==> config.mk <==
export PLATFORM = sky130hd
export DESIGN_NAME = dsrlzr_beh
export DESIGN_NICKNAME = d
export VERILOG_FILES = /design/src/rtl/dsrlzr_beh.sv
export SDC_FILE = /design/constraint.sdc
export NUM_CORES = 1
export LEC_CHECK = 0
export CAP_MARGIN = 30
export CORE_UTILIZATION = 45
export DETAILED_ROUTE_END_ITERATION = 6
export PLACE_DENSITY = 0.78
export SETUP_SLACK_MARGIN = 0.02
export SLEW_MARGIN = 5
export SYNTH_ARGS = -nofsm -noshare
export SYNTH_HDL_FRONTEND = slang
export SYNTH_SLANG_ARGS = --single-unit
==> constraint.sdc <==
create_clock -name clk -period 3.3 [get_ports clk]
set_clock_uncertainty 0.05 [all_clocks]
set_input_delay 0.66 -clock clk [delete_from_list [all_inputs] [get_ports clk]]
set_output_delay 0.66 -clock clk [all_outputs]
set_load 0.05 [all_outputs]
==> src/rtl/dsrlzr_beh.sv <==
// dsrlzr_beh: frames a serial bitstream on sof into WIDTH-bit words behind a one-deep valid/ready buffer
// Ports: clk, rst_n (sync, active-low); sin/sin_en/sof serial input;
//        y[1:WIDTH]/y_vld/y_rdy word output; frm_err mid-frame sof pulse; ovr sticky word drop.
module dsrlzr_beh #(
  parameter int WIDTH = 4
) (
  input  logic           clk,
  input  logic           rst_n,
  input  logic           sin,
  input  logic           sin_en,
  input  logic           sof,
  output logic [1:WIDTH] y,
  output logic           y_vld,
  input  logic           y_rdy,
  output logic           frm_err,
  output logic           ovr
);
  localparam int CW = $clog2(WIDTH + 1);
  typedef enum logic {IDLE, SHIFT} state_t;
  state_t state, state_n;
  logic [CW-1:0] cnt, cnt_n;
  logic [1:WIDTH] sreg, sreg_n;
  logic done, ferr, free;
  assign free = !y_vld || y_rdy;
  always_comb begin
    state_n = state;
    cnt_n = cnt;
    sreg_n = sreg;
    done = 1'b0;
    ferr = 1'b0;
    if (sin_en && sof) begin
      sreg_n[1] = sin;
      cnt_n = CW'(1);
      state_n = SHIFT;
      ferr = state == SHIFT;
    end else if (sin_en && state == SHIFT) begin
      for (int i = 2; i <= WIDTH; i++)
        if (i == int'(cnt) + 1) sreg_n[i] = sin;
      done = int'(cnt) + 1 == WIDTH;
      cnt_n = done ? '0 : cnt + CW'(1);
      state_n = done ? IDLE : SHIFT;
    end
  end
  always_ff @(posedge clk) begin
    if (!rst_n) begin
      state <= IDLE;
      cnt <= '0;
      sreg <= '0;
      y <= '0;
      y_vld <= 1'b0;
      frm_err <= 1'b0;
      ovr <= 1'b0;
    end else begin
      state <= state_n;
      cnt <= cnt_n;
      sreg <= sreg_n;
      frm_err <= ferr;
      if (done && free) begin
        y <= sreg_n;
        y_vld <= 1'b1;
      end else if (done) begin
        ovr <= 1'b1;
      end else if (y_vld && y_rdy) begin
        y_vld <= 1'b0;
      end
    end
  end
endmodule
==> results of run 1 <==
## cells in the mapped netlist
library cell  instances  area share
ha_1                  3       0.060
a21o_1                1       0.012
clkbuf_1              1      0.0059
a21oi_1               4       0.032
o21ai_0               3       0.024
mux2i_1               6       0.095
nor3_4                1       0.026
dfxtp_1              14        0.44
nor3b_1               3       0.036
inv_1                 2       0.012
o21a_1                1       0.012
nor2b_1               6       0.060
and3_1                1      0.0099
and2_1                2       0.020
nand3b_4              1       0.032
nand2_1              11       0.065
o211a_1               1       0.016
a21boi_0              1       0.012
nand2b_1              1      0.0099
nor2_1                3       0.018
## worst paths after layout
check,start,to,slack (ns),cells past startpoint
worst max-delay path,y[1],y[1],1.16,1
worst min-delay path,sreg[3],sreg[3],0.42,2
worst max register to register,cnt[0],y[2],1.75,5
worst min register to register,sreg[3],sreg[3],0.42,2
## power groups by stage
stage | combinational, mW | sequential [mW] | clock [mW]
after floorplan | 0.0114 | 0.179 | 0
after global placement | 0.0227 | 0.179 | 0
after detailed placement | 0.0231 | 0.179 | 0
after CTS | 0.0233 | 0.175 | 0.0955
after global routing | 0.0259 | 0.175 | 0.103
final | 0.0230 | 0.175 | 0.0934
## area by class of cell
class                      count  area (sq um)
clock buffer                   3          22.5
multi-input combinational     49           339
timing repair buffer          12           120
fill                         130           513
tap                           15          18.8
inverter                       2          7.51
sequential                    14           280
## registers in the layout, summed over array words and instances, names as in the netlist
signal	count
y	4
cnt	3
sreg	3
frm_err	1
ovr	1
state	1
y_vld	1
## cells by family after synthesis
kind of cell | synth area share
compound gates | 0.107
flops | 0.444
fa+ha+maj | 0.0595
buf+inv | 0.0179
mux | 0.0952
simple gates | 0.276
## routing by layer
metal,routed length (microns),track usage
met1,514,0.201
met2,524,0.291
met3,54,0.0341
met4,23,0.103
met5,0,0
## per-stage QoR
stage | cells | cell area (sq um) | total power [mW] | setup WS (ns) | utilization
finish | 95 | 788 | 0.291 | 1.16 | 0.606
global route | 95 | 788 | 0.304 | 1.12 | 0.606
CTS | 95 | 788 | 0.294 | 1.17 | 0.606
detailed placement | 92 | 766 | 0.202 | 1.08 | 0.588
global placement | 92 | 766 | 0.202 | 1.12 | 0.588
floorplan | 66 | 631 | 0.190 | 1.76 | -
==> impl_metrics.env, run 1 <==
export IMPL_layout_commonest_cell="dfxtp_1"
export IMPL_p_comb_frac=0.079
export IMPL_path_clk_slew_ns=0.08
export IMPL_fin_setup_tns_ns=0
export IMPL_syn_area_sq_um=631
export IMPL_power_density_mw_per_mm2=370
export IMPL_end_kind="output port"
export IMPL_leakage_nw=0.310
export IMPL_pwr_share_seq=0.600
export IMPL_port_buffers=12
export IMPL_yosys_warnings=0
export IMPL_gp_congestion=0.729
export IMPL_period_needed_ns=2.14
export IMPL_crit_path_start_kind="flip-flop"
export IMPL_antenna_found_initial=0
export IMPL_cts_buffers=3
export IMPL_synth_seq_area_share=0.444
export IMPL_finalMaxSlewViolations=0
export IMPL_post_dp_hpwl_microns=802
export IMPL_fin_crit_sh=0.648
export IMPL_postCtsSetupBuffers=0
export IMPL_drt_initial_drc_count=15
export IMPL_clockBufferDepth=2
export IMPL_netlist_cell_type_count=20
export IMPL_start_util=0.485
export IMPL_whs_ns=0.419
export IMPL_syn_to_final_growth_pct=25.0
export IMPL_cp_arrival_ns=1.43
export IMPL_drc=0
export IMPL_crit_family="buffers and inverters"
export IMPL_final_cell_mix="dfxtp_1 (14), clkdlybuf4s50_1 (12), nand2_1 (11)"
export IMPL_die_h_microns=39.4
export IMPL_htree_levels=1
export IMPL_ctsResizeCount=0
export IMPL_crit_slowest_cell="clkdlybuf4s50_1"
export IMPL_ant_nets=0
export IMPL_diodes=0
export IMPL_fmax_mhz=468
export IMPL_num_vias=489
export IMPL_hold_viol_final=0
export IMPL_max_slew_worst_pin_slew_ns=0.492
export IMPL_clk_latency_ns=0.27
export IMPL_synth_cells=66
export IMPL_finalWirelength_mm=1.12
export IMPL_dieArea_sq_mm=0.00156
export IMPL_grt_max_degree=16
export IMPL_path_cells="clkdlybuf4s50_1"
export IMPL_grt_pass1_wl_mm=1.77
export IMPL_nets=91
export IMPL_detail_route_wl_per_cell_microns=11.8
export IMPL_vdd_ir_drop_max_v=0.000185
export IMPL_grt_pass1_vias=453
export IMPL_slew_headroom=0.671
export IMPL_drv_cap=0
export IMPL_ys_ff_latch=14
export IMPL_required_ns=2.59
export IMPL_path_buf_inv=1
export IMPL_drive_gt1_frac=0.0625
export IMPL_gr_total_overflow=0
export IMPL_hp_class="flip-flop to flip-flop"
export IMPL_io_pins=13
export IMPL_path_class="flip-flop to output port"
export IMPL_clock_sinks=14
export IMPL_crit_path_max_fanout=2
export IMPL_p_int_mw=0.226
export IMPL_status="completed"
export IMPL_grt_total_usage=0.174
export IMPL_cts_hold_buffers=0
export IMPL_rows=13
export IMPL_ctsRootBufferMaster="clkbuf_4"
export IMPL_coreArea_sq_mm=0.00130
export IMPL_swShare=0.225
export IMPL_rsz0062_at_grt="no"
export IMPL_postSynthAreaPerCell_sq_um=9.55
export IMPL_viasPerCell=5.15
export IMPL_cts_tree="yes"
export IMPL_setup_viol=0
export IMPL_die_w_microns=39.4
export IMPL_p_clk_frac=0.321
export IMPL_switchingPower_mw=0.0655
export IMPL_cpPeakStageDelay_ns=0.80
export IMPL_syn_nets=75
export IMPL_dr_pass1_iters=4
(Power assumes the default switching activity.)
==> inputs of run 2 (changes only) <==
--- a/config.mk
+++ b/config.mk
@@ -6,9 +6,9 @@
 export NUM_CORES = 1
 export LEC_CHECK = 0
 export CAP_MARGIN = 30
-export CORE_UTILIZATION = 45
+export CORE_UTILIZATION = 42
 export DETAILED_ROUTE_END_ITERATION = 6
-export PLACE_DENSITY = 0.78
+export PLACE_DENSITY = 0.76
 export SETUP_SLACK_MARGIN = 0.02
 export SLEW_MARGIN = 5
 export SYNTH_ARGS = -nofsm -noshare
==> constraint.sdc (replaced) <==
create_clock -name clk -period 1.9 [get_ports clk]
set_clock_uncertainty 0.05 [all_clocks]
set_input_delay 0.38 -clock clk [delete_from_list [all_inputs] [get_ports clk]]
set_output_delay 0.38 -clock clk [all_outputs]
set_load 0.05 [all_outputs]
==> impl_metrics.env, run 2 (synthesis results as in run 1) <==
export IMPL_status="completed"
export IMPL_clockBufferDepth=2
export IMPL_top_register="y"
export IMPL_drt_initial_drc_count=4
export IMPL_path_clk_slew_ns=0.08
export IMPL_htree_levels=1
export IMPL_max_slew_worst_pin_slew_ns=0.504
export IMPL_dr_pass1_iters=4
export IMPL_end_kind="output port"
export IMPL_crit_family="buffers and inverters"
export IMPL_crit_path_start_kind="flip-flop"
export IMPL_ctsRootBufferMaster="clkbuf_4"
export IMPL_io_pins=13
export IMPL_num_vias=482
export IMPL_viasPerCell=4.97
export IMPL_gp_congestion=0.684
export IMPL_rsz0062_at_grt="no"
export IMPL_gr_total_overflow=0
export IMPL_fillers=129
export IMPL_post_dp_hpwl_microns=808
export IMPL_ctsResizeCount=0
export IMPL_final_cell_mix="dfxtp_1 (14), nand2_1 (11), clkdlybuf4s50_1 (9)"
export IMPL_rows=13
export IMPL_path_class="flip-flop to output port"
export IMPL_antenna_found_initial=0
export IMPL_coreArea_sq_mm=0.00135
export IMPL_cts_buffers=3
export IMPL_layout_commonest_cell="dfxtp_1"
export IMPL_detail_route_wl_per_cell_microns=11.2
export IMPL_grt_pass1_vias=397
export IMPL_cp_arrival_ns=1.41
export IMPL_fmax_mhz=544
export IMPL_die_w_microns=40.8
export IMPL_crit_slowest_cell="clkdlybuf4s50_1"
export IMPL_leakage_nw=0.326
export IMPL_path_buf_inv=1
export IMPL_drc=0
export IMPL_required_ns=1.47
export IMPL_setup_viol=0
export IMPL_die_h_microns=40.8
export IMPL_syn_to_final_growth_pct=26.2
export IMPL_grt_total_usage=0.149
export IMPL_grt_max_degree=16
export IMPL_layout_setup_ws_ns=0.0602
export IMPL_hp_class="flip-flop to flip-flop"
export IMPL_start_util=0.467
export IMPL_ant_nets=0
export IMPL_place_ws_ns=0.0839
export IMPL_crit_path_max_fanout=2
export IMPL_whs_ns=0.413
export IMPL_power_density_mw_per_mm2=641
export IMPL_fin_setup_tns_ns=0
export IMPL_diodes=0
export IMPL_drive_gt1_frac=0.122
export IMPL_port_buffers=12
export IMPL_hold_viol_final=0
export IMPL_fin_crit_sh=0.968
export IMPL_nets=93
export IMPL_path_cells="clkdlybuf4s50_1"
export IMPL_clock_sinks=14
export IMPL_finalWirelength_mm=1.09
export IMPL_dieArea_sq_mm=0.00166
export IMPL_postCtsSetupBuffers=0
export IMPL_cts_hold_buffers=0
export IMPL_drv_cap=0
export IMPL_reg_largest_list="y x4, cnt x3, sreg x3"
export IMPL_period_needed_ns=1.84
export IMPL_slew_headroom=0.663
export IMPL_clk_latency_ns=0.28
export IMPL_cpPeakStageDelay_ns=0.80
export IMPL_vdd_ir_drop_max_v=0.000544
export IMPL_largest_reg_flops=4
export IMPL_cts_tree="yes"
export IMPL_grt_pass1_wl_mm=1.57
export IMPL_finalMaxSlewViolations=0
run 2: cell types whose count changed in the layout (fill, tap and decap cells not counted), sizes merged:
cell           before  now
clkdlybuf4s50      12    9
buf                 0    5
run 2: final timing paths:
| path | startpoint | cells past startpoint | slack (ns) | endpoint |
|---|---|---|---|---|
| worst max-delay path | y[3] | 1 | 0.06 | y[3] |
| worst min-delay path | cnt[2] | 2 | 0.41 | cnt[2] |
| worst max register to register | cnt[0] | 5 | 0.35 | y[3] |
| worst min register to register | cnt[2] | 2 | 0.41 | cnt[2] |
run 2: where the power goes:
group          total [mW]  switching, mW  internal, mW
Combinational      0.0436         0.0198        0.0237
Clock               0.163         0.0891        0.0735
Sequential          0.304        0.00601         0.298
run 2: layer usage:
layer	GRT usage	share of wire	vias to the layer above
li1	-	-	252
met1	0.162	0.48	217
met2	0.246	0.47	13
met3	0.0815	0.054	0
met4	0.0500	0	0
met5	0	0	-
run 2: final cells by class:
cell class / instances / area, sq um / area share
Multi-Input combinational cell: 49 / 339 / 0.426
Sequential cell: 14 / 280 / 0.352
Timing Repair Buffer: 14 / 128 / 0.160
Clock buffer: 3 / 22.5 / 0.0283
Tap cell: 15 / 18.8 / 0.0236
Inverter: 2 / 7.51 / 0.00943
run 2: through the flow:
stage,instance area [sq um],utilization,std cells,power [mW]
finish,796,0.589,97,0.510
global route,796,0.589,97,0.534
CTS,796,0.589,97,0.518
detailed placement,773,0.573,94,0.354
global placement,773,0.573,94,0.353
floorplan,631,-,66,0.330
run 2: tightest hold or removal path, stage by stage (launching register included):
cell     delay [ns]
dfxtp_1        0.33
nand2_1        0.06
a21oi_1        0.03
==> inputs of run 3 (changes only) <==
--- a/config.mk
+++ b/config.mk
@@ -14,3 +14,4 @@
 export SYNTH_ARGS = -nofsm -noshare
 export SYNTH_HDL_FRONTEND = slang
 export SYNTH_SLANG_ARGS = --single-unit
+export TNS_END_PERCENT = 1
==> results of run 3 <==
No change in the layout: final DEF, timing and power equal those of run 2.
